`src/rtl/spi_master_cfg.sv`:
```
// spi_master_cfg: parametrised full-duplex SPI master with per-transfer mode and bit order.
// Ports: clk/rst (sync, active-high); start/din/cs_sel/cpol/cpha/lsb_first request a
// transfer when ready=1; dout/done report the received word; sclk/mosi/miso/cs_n form
// the SPI bus (cs_n active-low, one-hot).
module spi_master_cfg #(
    parameter int DATA_W  = 8,
    parameter int CLK_DIV = 4,
    parameter int NUM_CS  = 4,
    parameter int SEL_W   = (NUM_CS > 1) ? $clog2(NUM_CS) : 1
) (
    input  logic              clk,
    input  logic              rst,
    input  logic              start,
    input  logic [DATA_W-1:0] din,
    input  logic [SEL_W-1:0]  cs_sel,
    input  logic              cpol,
    input  logic              cpha,
    input  logic              lsb_first,
    input  logic              miso,
    output logic              ready,
    output logic [DATA_W-1:0] dout,
    output logic              done,
    output logic              sclk,
    output logic              mosi,
    output logic [NUM_CS-1:0] cs_n
);
    localparam int CW = $clog2(CLK_DIV);
    localparam int EW = $clog2(2 * DATA_W);

    typedef enum logic [1:0] {IDLE, LEAD, XFER, TRAIL} state_t;

    state_t            state;
    logic [CW-1:0]     cnt;
    logic [EW-1:0]     ec;
    logic [DATA_W-1:0] tx;
    logic [DATA_W-1:0] rx;
    logic              cpol_q;
    logic              cpha_q;
    logic              lsb_q;
    logic              tick;
    logic              accept;

    function automatic logic first_bit(input logic [DATA_W-1:0] v, input logic l);
        return l ? v[0] : v[DATA_W-1];
    endfunction

    function automatic logic [DATA_W-1:0] drop_bit(input logic [DATA_W-1:0] v, input logic l);
        return l ? v >> 1 : v << 1;
    endfunction

    assign tick   = cnt == CW'(CLK_DIV - 1);
    assign accept = start && ready && ({1'b0, cs_sel} < (SEL_W + 1)'(NUM_CS));

    always_ff @(posedge clk) begin
        if (rst) begin
            state  <= IDLE;
            ready  <= 1'b1;
            done   <= 1'b0;
            dout   <= '0;
            sclk   <= 1'b0;
            mosi   <= 1'b0;
            cs_n   <= '1;
            cnt    <= '0;
            ec     <= '0;
            tx     <= '0;
            rx     <= '0;
            cpol_q <= 1'b0;
            cpha_q <= 1'b0;
            lsb_q  <= 1'b0;
        end else begin
            done  <= 1'b0;
            ready <= (state == IDLE) && !accept;
            // The divider is held at zero while idle so each transfer starts from a clean phase.
            cnt   <= (state == IDLE || tick) ? '0 : cnt + CW'(1);
            case (state)
                IDLE: begin
                    sclk <= cpol;
                    mosi <= (accept && !cpha) ? first_bit(din, lsb_first) : 1'b0;
                    if (accept) begin
                        state  <= LEAD;
                        cs_n   <= ~(NUM_CS'(1) << cs_sel);
                        cpol_q <= cpol;
                        cpha_q <= cpha;
                        lsb_q  <= lsb_first;
                        ec     <= '0;
                        rx     <= '0;
                        // With cpha=0 the first bit is already on mosi, so it leaves tx now.
                        tx     <= cpha ? din : drop_bit(din, lsb_first);
                    end
                end
                LEAD: begin
                    sclk <= cpol_q;
                    if (tick) state <= XFER;
                end
                XFER: begin
                    if (tick) begin
                        sclk <= ~sclk;
                        ec   <= ec + EW'(1);
                        // ec even = leading edge; cpha selects whether leading edges sample or drive.
                        if (ec[0] == cpha_q)
                            rx <= lsb_q ? {miso, rx[DATA_W-1:1]} : {rx[DATA_W-2:0], miso};
                        else if (ec != EW'(2 * DATA_W - 1)) begin
                            mosi <= first_bit(tx, lsb_q);
                            tx   <= drop_bit(tx, lsb_q);
                        end
                        if (ec == EW'(2 * DATA_W - 1)) state <= TRAIL;
                    end
                end
                TRAIL: begin
                    if (tick) begin
                        state <= IDLE;
                        cs_n  <= '1;
                        done  <= 1'b1;
                        dout  <= rx;
                    end
                end
                default: state <= IDLE;
            endcase
        end
    end
endmodule

```
`config.mk`:
```
export PLATFORM = sky130hd
export DESIGN_NAME = spi_master_cfg
export DESIGN_NICKNAME = d
export VERILOG_FILES = /design/src/rtl/spi_master_cfg.sv
export SDC_FILE = /design/constraint.sdc
export NUM_CORES = 1
export LEC_CHECK = 0
export CAP_MARGIN = 20
export CORE_UTILIZATION = 56
export CTS_BUF_LIST = sky130_fd_sc_hd__clkbuf_8
export CTS_CLUSTER_SIZE = 16
export DETAILED_ROUTE_END_ITERATION = 7
export PLACE_DENSITY = 0.82
export SETUP_SLACK_MARGIN = 0.4
export SLEW_MARGIN = 25
export SYNTH_ARGS = -nofsm -noshare
export SYNTH_HDL_FRONTEND = slang
export SYNTH_SLANG_ARGS = --single-unit
```
`constraint.sdc`:
```
create_clock -name clk -period 2 [get_ports clk]
set_input_delay 0.6 -clock clk [delete_from_list [all_inputs] [get_ports clk]]
set_output_delay 0.6 -clock clk [all_outputs]
set_load 0.1 [all_outputs]
```
# Word level (Yosys, flattened, before mapping)
# Index checks and enable logic that the tools add are counted.
# totals
register_bits	43
inputBits	17
out_inout_bits	16
wordCells	91
# classes
addsub	2
eq_ne	15
shift	1
n_mux	35
bitwise	3
n_reduce_logical	21
# op_table
op	n
8-bit two-way mux	11
8-bit case mux with 2 select lines	2
4-bit two-way mux	4
2-bit inequality test (second input constant)	8
4-bit case mux with 2 select lines	2
2-bit two-way mux	5
5-bit AND reduction	2
1-bit two-way mux	8
2-bit case mux with 4 select lines	1
4-bit AND reduction	2
2-bit == test (second input constant)	3
2-bit AND reduction	3
3-bit AND reduction	2
4-bit by 1-bit adder with 4-bit output (second input constant)	1
4-bit == test (second input constant)	1
4-bit inequality test (second input constant)	1
4-bit NOT	1
2-bit nonzero test	2
2-bit OR reduction	2
1-bit by 2-bit left shift with 4-bit output (first input constant)	1
1-bit logical AND	3
1-bit case mux with 3 select lines	1
3-bit nonzero test	1
2-bit by 1-bit adder with 2-bit output (second input constant)	1
other kinds (7)	9

# Depth between registers and ports, before layout
# Gate-level depths: netlist of run 1.
# logic_depth
ltp_word	5
ltp_mapped	8
mapped_depth_nobuf	6

# Worst setup path before layout of run 1
# No wires, ideal clock.
# synth_path
kind	register to register
startpoint	reg ready
endpoint	reg tx[6]
arrival_time_ns	2.012
required_time_ns	1.869
slack_ns	-0.143
path_stages_with_launch	6
path_buffers	1
synth_period_minus_slack_ns	2.143
cell_sequence	dfxtp_1 a21boi_2 or2_1 buf_2 nor4_1 nor3_1
# synth_via
elab_chain_len	3
# synth_lines
element	line_no	rtl
from (decl)	20	output logic ready,
from (signal assigned)	72	ready <= (state == IDLE) && !accept;
1-bit logical AND	52	assign accept = start && ready && ({1'b0, cs_sel} < (SEL_W + 1)'(NUM_CS));
2-bit inequality test (no source line)	-	
5-bit AND reduction (no source line)	-	
to (signal assigned)	88	tx <= cpha ? din : drop_bit(din, lsb_first);
to (signal assigned)	104	tx <= drop_bit(tx, lsb_q);
to (decl)	35	logic [DATA_W-1:0] tx;
# No other way between the ends.
# A chain may end at the register's enable or synchronous reset.

# Worst setup path after layout of run 1
# layout_path
startpoint	reg state[0]
endpoint	reg ec[0]
# layout_via
elab_chain_len	3
# layout_lines
element	line_no	rtl
from (decl)	32	state_t state;
from (signal assigned)	56	state <= IDLE;
from (signal assigned)	80	state <= LEAD;
from (signal assigned)	93	if (tick) state <= XFER;
2-bit == test / 2-bit logical NOT (equally long branches)	75	case (state)
2-bit inequality test (no source line) / 2-bit nonzero test (equally long branches)	-	
3-bit AND reduction (no source line)	-	
to (signal assigned)	98	ec <= ec + EW'(1);
to (decl)	34	logic [EW-1:0] ec;
# Several ways; a longest one is shown, not always the timed one.

==> metrics.cfg, run 1 <==
[placed_design]
dpl.cell_count = 349
hpwl_um = 3770
port_buffers = 32
gp_congestion = 0.829

[synthesis]
synthCells = 267
ys_types = 42
ys_warn_count = 0
synth-seq-cells = 43
netlist_area_um2 = 2270
syn_nets = 290
ys_seq_area_share_pct = 37.9
syn-mean-instance-area_um2 = 8.50

[global_routing]
grt_pass1_vias = 2050
grt_pass1_wl_um = 9450
grt_max_degree = 45
antenna_found_initial = 0
grt_usage_pct = 28.9
grt.overflow.total = 0

[min_path]
min-delay-start = cnt[0]
whs_endpoint = cnt[0]
worstHoldPathType = reg -> reg
hold_depth = 1

[layout]
layout-drive-gt1-share_pct = 26.8
fin_cells = 361
final_cell_mix = nor2_1, dfxtp_1, mux2i_1
area_growth_pct = 42.9
final_core_util_pct = 85.9
antenna_cells = 0
layout.nets = 336

[timing]
holdWs_ns = 0.453
fin_skew_ns = 0.00310
fin_crit_ns = 1.60
relSlewSlack_pct = 75.6
drv_slew = 0
max_freq_mhz = 626
fin_crit_sh_pct = 79.8
worst_slew_pin_slew_ns = 0.361
hold_viol = 0
setup_viol = 0
rsz0062_at_grt = true

[routing]
first_pass_iters = 4
postRouteAntennaNets = 0
wl_per_cell_um = 16.3
drtIter0Drc = 176
drc = 0
routed_wl_um = 5890
vias_per_cell = 5.96
vias = 2150

[critical_path]
required_ns = 2.24
critPathLaunch = state[0]
reg2reg_to = ec[0]
start_kind = flop
rrSetupSlack_ns = 0.40
critPathMaxStageDelay_ns = 0.37
cp_data_arrival_time_ns = 1.84
reg2reg_from = state[0]
cp_slowest_cell = dfxtp_4
path_class = reg -> reg
r2r.worst_path.cells = 6
path_delay_family = simple AND/OR/NAND/NOR gates
critPathMaxFanout = 6
crit_path_cell_trace = inv_4 > ha_4 > mux2i_4 > or2_4 > or3_1 > a21oi_1
end_kind = flop
critPathBufInv = 1

[clocking]
cts_made_buffers = 5
clock_path_buffers = 2
cts_max_level = 2
clk_latency_ns = 0.31
cts.sinks = 43
clockRootBuffer = clkbuf_8
clk_pin_slew_ns = 0.08
cts_tree = yes

[floorplan]
placementRows = 22
die_area_um2 = 4310
die_x_um = 65.6
io_pins = 33
core_area_um2 = 3770
start_util_pct = 60.2
die_h_um = 65.6

[power_and_ir_drop]
leakage_nw = 1.24
peakVddDrop_mv = 0.660
power.density_nw_per_um2 = 1290

[run_status]
status = complete, no violations

[job]
cap_violations = 0

-- per-layer routing --
layer / vias up / wire (um) / global-route usage, %
met5: - / 0 / 0
met4: 0 / 80 / 9.78
met3: 12 / 308 / 6.08
met2: 75 / 2860 / 48.6
met1: 1037 / 2640 / 36.2
li1: 1026 / - / -
-- metrics by stage --
step / TNS, ns / area (um^2) / power, mW / setup WS, ns
after floorplan: 0 / 2350 / 2.52 / 0.309
after global placement: -0.119 / 2970 / 3.14 / -0.0438
after detailed placement: -0.718 / 2970 / 3.19 / -0.133
after CTS: 0 / 3160 / 4.01 / 0.392
after global routing: 0 / 3240 / 4.38 / 0.337
final: 0 / 3240 / 4.19 / 0.404
-- Yosys cell counts --
cell	count	area share, %
a211oi_4	1	0.88
a2bb2oi_1	1	0.39
mux2_2	1	0.50
a211oi_1	6	2.0
nor3b_1	1	0.33
buf_2	8	1.8
and3_1	1	0.28
ha_1	6	3.3
nor2_1	39	6.5
inv_1	5	0.83
xor2_1	1	0.39
nand4_1	3	0.83
xnor2_1	2	0.77
nor4_1	7	1.9
a21oi_1	23	5.1
and2_1	1	0.28
nor4bb_1	1	0.44
a2111o_1	1	0.50
a21oi_2	1	0.39
o311ai_0	1	0.39
a221o_1	1	0.44
nand2b_1	4	1.1
or3_1	1	0.28
mux2i_2	1	0.61
a21o_1	1	0.33
or2_1	1	0.28
nor4b_1	1	0.39
mux2i_1	35	15
and4b_1	1	0.44
buf_6	1	0.50
clkbuf_1	9	1.5
dfxtp_1	43	38
a41o_1	1	0.44
a21boi_2	1	0.50
nand3_1	5	1.1
nand2_1	24	4.0
and3b_1	1	0.39
or2_2	1	0.28
nor3_1	8	1.8
o21bai_1	5	1.7
o21ai_0	6	1.3
nor2b_1	6	1.7
-- sequential cells by signal (all words and copies together) (netlist names) --
signal	count
dout	8
rx	8
tx	8
cs_n	4
ec	4
cnt	2
state	2
cpha_q	1
cpol_q	1
done	1
lsb_q	1
mosi	1
ready	1
sclk	1
-- repair_timing --
item | in CTS | in global routing
resized for setup | 20 | 15
hold buffers | 0 | 0
pin swaps | 4 | 5
setup buffers | 2 | 3
setup endpoints to repair | 27 | 25
gates cloned | 0 | 0
-- logic make-up (layout without fill, tap and decap cells) --
kind of cell	count (synthesis)	after routing	synth area share (%)
AO/OA/AOI/OAI	49	49	14.3
XOR/XNOR	3	3	1.16
adder cells (fa/ha/maj)	6	6	3.31
buffers and inverters	23	69	4.58
flip-flops	43	43	37.9
multiplexers	37	37	16.5
AND/OR/NAND/NOR	106	106	22.2
-- worst max path at each step --
stage	end	slack, ns	cells after the start
6_report	ec[0]	0.40	6
5_1_grt	rx[3]	0.34	7
4_1_cts	ec[0]	0.39	6
3_5_place_dp	cs_n[2]	-0.13	6
3_3_place_gp	cs_n[2]	-0.04	6
2_1_floorplan	rx[0]	0.31	7
-- final cells by class --
class | count | area (um^2)
Multi-Input combinational cell | 201 | 1460
Sequential cell | 43 | 873
Timing Repair Buffer | 57 | 713
Fill cell | 204 | 531
Clock buffer | 5 | 68.8
Tap cell | 48 | 60.1
Clock inverter | 2 | 37.5
Inverter | 5 | 23.8
-- power breakdown --
| group | switching [mW] | total (mW) | internal, mW |
|---|---|---|---|
| logic | 1.25 | 2.34 | 1.09 |
| registers | 0.163 | 1.17 | 1.01 |
| clock network | 0.314 | 0.679 | 0.365 |
| total | 1.72 | 4.19 | 2.47 |
Power figures use the tool's default switching activity.
==> run 2: changes to the inputs <==
--- a/config.mk
+++ b/config.mk
@@ -6,11 +6,11 @@
 export NUM_CORES = 1
 export LEC_CHECK = 0
 export CAP_MARGIN = 20
-export CORE_UTILIZATION = 56
+export CORE_UTILIZATION = 51
 export CTS_BUF_LIST = sky130_fd_sc_hd__clkbuf_8
 export CTS_CLUSTER_SIZE = 16
 export DETAILED_ROUTE_END_ITERATION = 7
-export PLACE_DENSITY = 0.82
+export PLACE_DENSITY = 0.79
 export SETUP_SLACK_MARGIN = 0.4
 export SLEW_MARGIN = 25
 export SYNTH_ARGS = -nofsm -noshare
==> constraint.sdc (replaced) <==
create_clock -name clk -period 1.42 [get_ports clk]
set_input_delay 0.426 -clock clk [delete_from_list [all_inputs] [get_ports clk]]
set_output_delay 0.426 -clock clk [all_outputs]
set_load 0.1 [all_outputs]
==> run 2 against run 1 <==
The flow now stops in 5_1_grt. Area after synthesis stayed put. Synthesized cell count unchanged.
==> metrics.cfg, run 2 <==
[clocking]
hold_buffers = 0
cts.sinks = 43
cts_max_level = 2
cts_made_buffers = 5
clock_path_buffers = 2
clockRootBuffer = clkbuf_8

[synthesis]
synthArstFlopShare_pct = 0
synth_top_cell_by_area = dfxtp_1
synthCells = 267
syn-mean-instance-area_um2 = 8.50
syn_nets = 290
synth-seq-cells = 43
ys_seq_area_share_pct = 37.9
ys_types = 42
synthMostInstantiatedCell = dfxtp_1
netlist_area_um2 = 2270
synth_top_area_share_pct = 37.9
ys.flop_type = dfxtp_1
yosys-top-cells-area = dfxtp_1, mux2i_1, nor2_1, a21oi_1, nand2_1
synth_edf_count = 0
ys_warn_count = 0
ys_top_cells_by_count = dfxtp_1, nor2_1, mux2i_1

[placed_design]
port_buffers = 32
gp_congestion = 0.845
pre_cts_slack_ns = -0.549
placed_cell_area_um2 = 3200
hpwl_um = 3910
dpl.cell_count = 366

[floorplan]
io_pins = 33
die_x_um = 68.7
placementRows = 23
die_h_um = 68.7
start_util_pct = 54.7

[run_status]
first-error = [ERROR DPL-0038] Utilization greater than 100%, impossible to legalize
stop_stage = 5_1_grt
status = aborted with a tool error

[timing]
worstEpCategory = sequential cell input
postGrtWorstEndpoint = tx[3]$_SDFFE_PP0P_/D

[global_routing]
grt_max_degree = 19

## run 2: cell counts after synthesis
Identical to the previous run, type by type.
## run 2: repair_timing
action | 4_1_cts
resized for setup | 67
endpoints found under the setup margin | 59
cloned | 2
buffers inserted | 14
pin swaps | 15
## run 2: kinds of logic after synthesis
| kind of cell | share of synthesized area [%] |
|---|---|
| flops | 37.9 |
| compound gates | 14.3 |
| fa+ha+maj | 3.31 |
| buf+inv | 4.58 |
| simple gates | 22.2 |
| xor+xnor | 1.16 |
| mux | 16.5 |
## run 2: stage by stage
step / hold slack (ns) / util, % / setup TNS (ns)
after CTS: 0.439 / 90.6 / -3.03
after detailed placement: 0.420 / 77.1 / -13.27
after global placement: 0.418 / 77.1 / -12.13
after floorplan: 0.406 / - / -4.07
==> run 3: changes to the inputs <==
==> config.mk (replaced) <==
export PLATFORM = sky130hd
export DESIGN_NAME = spi_master_cfg
export DESIGN_NICKNAME = d
export VERILOG_FILES = /design/src/rtl/spi_master_cfg.sv
export SDC_FILE = /design/constraint.sdc
export NUM_CORES = 1
export LEC_CHECK = 0
export CAP_MARGIN = 20
export CORE_UTILIZATION = 40
export DETAILED_ROUTE_END_ITERATION = 7
export PLACE_DENSITY_LB_ADDON = 0.15
export SLEW_MARGIN = 25
export SYNTH_ARGS = -nofsm -noshare
export SYNTH_HDL_FRONTEND = slang
export SYNTH_SLANG_ARGS = --single-unit
==> constraint.sdc (replaced) <==
create_clock -name clk -period 1.8 [get_ports clk]
set_input_delay 0.54 -clock clk [delete_from_list [all_inputs] [get_ports clk]]
set_output_delay 0.54 -clock clk [all_outputs]
set_load 0.1 [all_outputs]
==> run 3 against run 2 <==
The run now ends clean.
==> metrics.cfg, run 3 (synthesis results as in run 1) <==
[routing]
postRouteAntennaNets = 0
vias = 1969
first_pass_iters = 4
vias_per_cell = 5.17
routed_wl_um = 5060
drtIter0Drc = 90
wl_per_cell_um = 13.3
drc = 0

[floorplan]
core_area_um2 = 5470
die_x_um = 77.3
start_util_pct = 41.4
die_area_um2 = 5980
io_pins = 33
die_h_um = 77.3
placementRows = 27

[critical_path]
path_class = reg -> reg
critPathMaxFanout = 11
cp_data_arrival_time_ns = 1.88
end_kind = flop
required_ns = 1.99
start_kind = flop

[layout]
largestRegisters = dout (8), rx (8), tx (8)
final_cell_mix = dfxtp_1, nor2_1, mux2i_1
final_common_cell = dfxtp_1
area_growth_pct = 37.9
fin_cells = 381
final_core_util_pct = 57.2
antenna_cells = 0
layout.nets = 331
layout-drive-gt1-share_pct = 19.1

[clocking]
clk_latency_ns = 0.30
cts.sinks = 43
cts_max_level = 2
clk_pin_slew_ns = 0.09
cts_tree = yes
cts_made_buffers = 5
clock_path_buffers = 2
clockRootBuffer = clkbuf_8

[timing]
setup_ws_ns = 0.107
worst_slew_pin_slew_ns = 0.483
holdWs_ns = 0.433
fin_skew_ns = 0.00746
drv_slew = 0
hold_viol = 0
max_freq_mhz = 591
setup_viol = 0
fin_crit_sh_pct = 94.1
rsz0062_at_grt = true
fin_crit_ns = 1.69
relSlewSlack_pct = 67.7

[placed_design]
port_buffers = 32
gp_congestion = 0.789
hpwl_um = 3600
dpl.cell_count = 373
pre_cts_slack_ns = -0.265

[global_routing]
antenna_found_initial = 0
grt_max_degree = 26
grt.overflow.total = 0
grt_pass1_vias = 1890
grt_pass1_wl_um = 8710
grt_usage_pct = 18.1

[power_and_ir_drop]
peakVddDrop_mv = 0.716
switching_share_pct = 39.1
comb_power_share_pct = 50.3
p_int_mw = 2.64
leakage_nw = 1.24
power.density_nw_per_um2 = 1390
p_switching_mw = 1.70
seqPwrFrac_pct = 28.8
clkPwrFrac_pct = 20.9

[min_path]
worstHoldPathType = reg -> reg

[run_status]
status = complete, no violations

[job]
cap_violations = 0

-- run 3: timing repair --
item                                    CTS  global route
buffers inserted                          0             0
cloned                                    0             0
hold endpoints to repair                  0             0
endpoints found under the setup margin    2            20
hold buffers                              0             0
pin swaps                                 0             1
resized for setup                         1             9
-- run 3: final cells by class --
class	instances	area, um^2
fill	514	2340
inverter	5	18.8
clock inverter	3	67.6
multi-input combinational	201	1340
sequential	43	863
clock buffer	5	68.8
timing repair buffer	52	686
tap	72	90.1
-- run 3: path summary, 6_finish.rpt --
| path | startpoint | endpoint | slack (ns) | cells past startpoint |
|---|---|---|---|---|
| hold / removal | cnt[0] | cnt[0] | 0.43 | 1 |
| setup / recovery | state[0] | tx[4] | 0.11 | 6 |
| hold reg to reg | cnt[0] | cnt[0] | 0.43 | 1 |
| setup reg to reg | state[0] | tx[4] | 0.11 | 6 |
-- run 3: metal layers --
layer	track usage, %	vias to the layer above	wire length [um]
li1	-	1025	-
met1	24.5	906	2560
met2	27.7	27	2250
met3	3.21	11	138
met4	8.30	0	110
met5	0	-	0
-- run 3: stage by stage --
| step | area, um^2 | power (mW) | TNS, ns |
|---|---|---|---|
| 5_1_grt | 3130 | 4.59 | -0.00545 |
| 6_report | 3130 | 4.34 | 0 |
| 4_1_cts | 3100 | 4.30 | 0 |
| 2_1_floorplan | 2280 | 2.66 | 0 |
| 3_3_place_gp | 2960 | 3.36 | -4.89 |
| 3_5_place_dp | 2960 | 3.38 | -5.24 |
-- run 3: critical path: stages, from the launching register on --
cell     delay [ns]
dfxtp_1        0.35
inv_1          0.07
ha_1           0.25
mux2i_2        0.22
or2_4          0.31
nor4_1         0.32
nor3_1         0.07
-- run 3: power by group through the flow --
stage | Clock [mW] | Combinational (mW) | Sequential, mW
3_5_place_dp | 0 | 2.12 | 1.26
3_3_place_gp | 0 | 2.10 | 1.26
4_1_cts | 0.920 | 2.14 | 1.24
2_1_floorplan | 0 | 1.13 | 1.53
6_report | 0.907 | 2.18 | 1.25
5_1_grt | 0.956 | 2.37 | 1.27
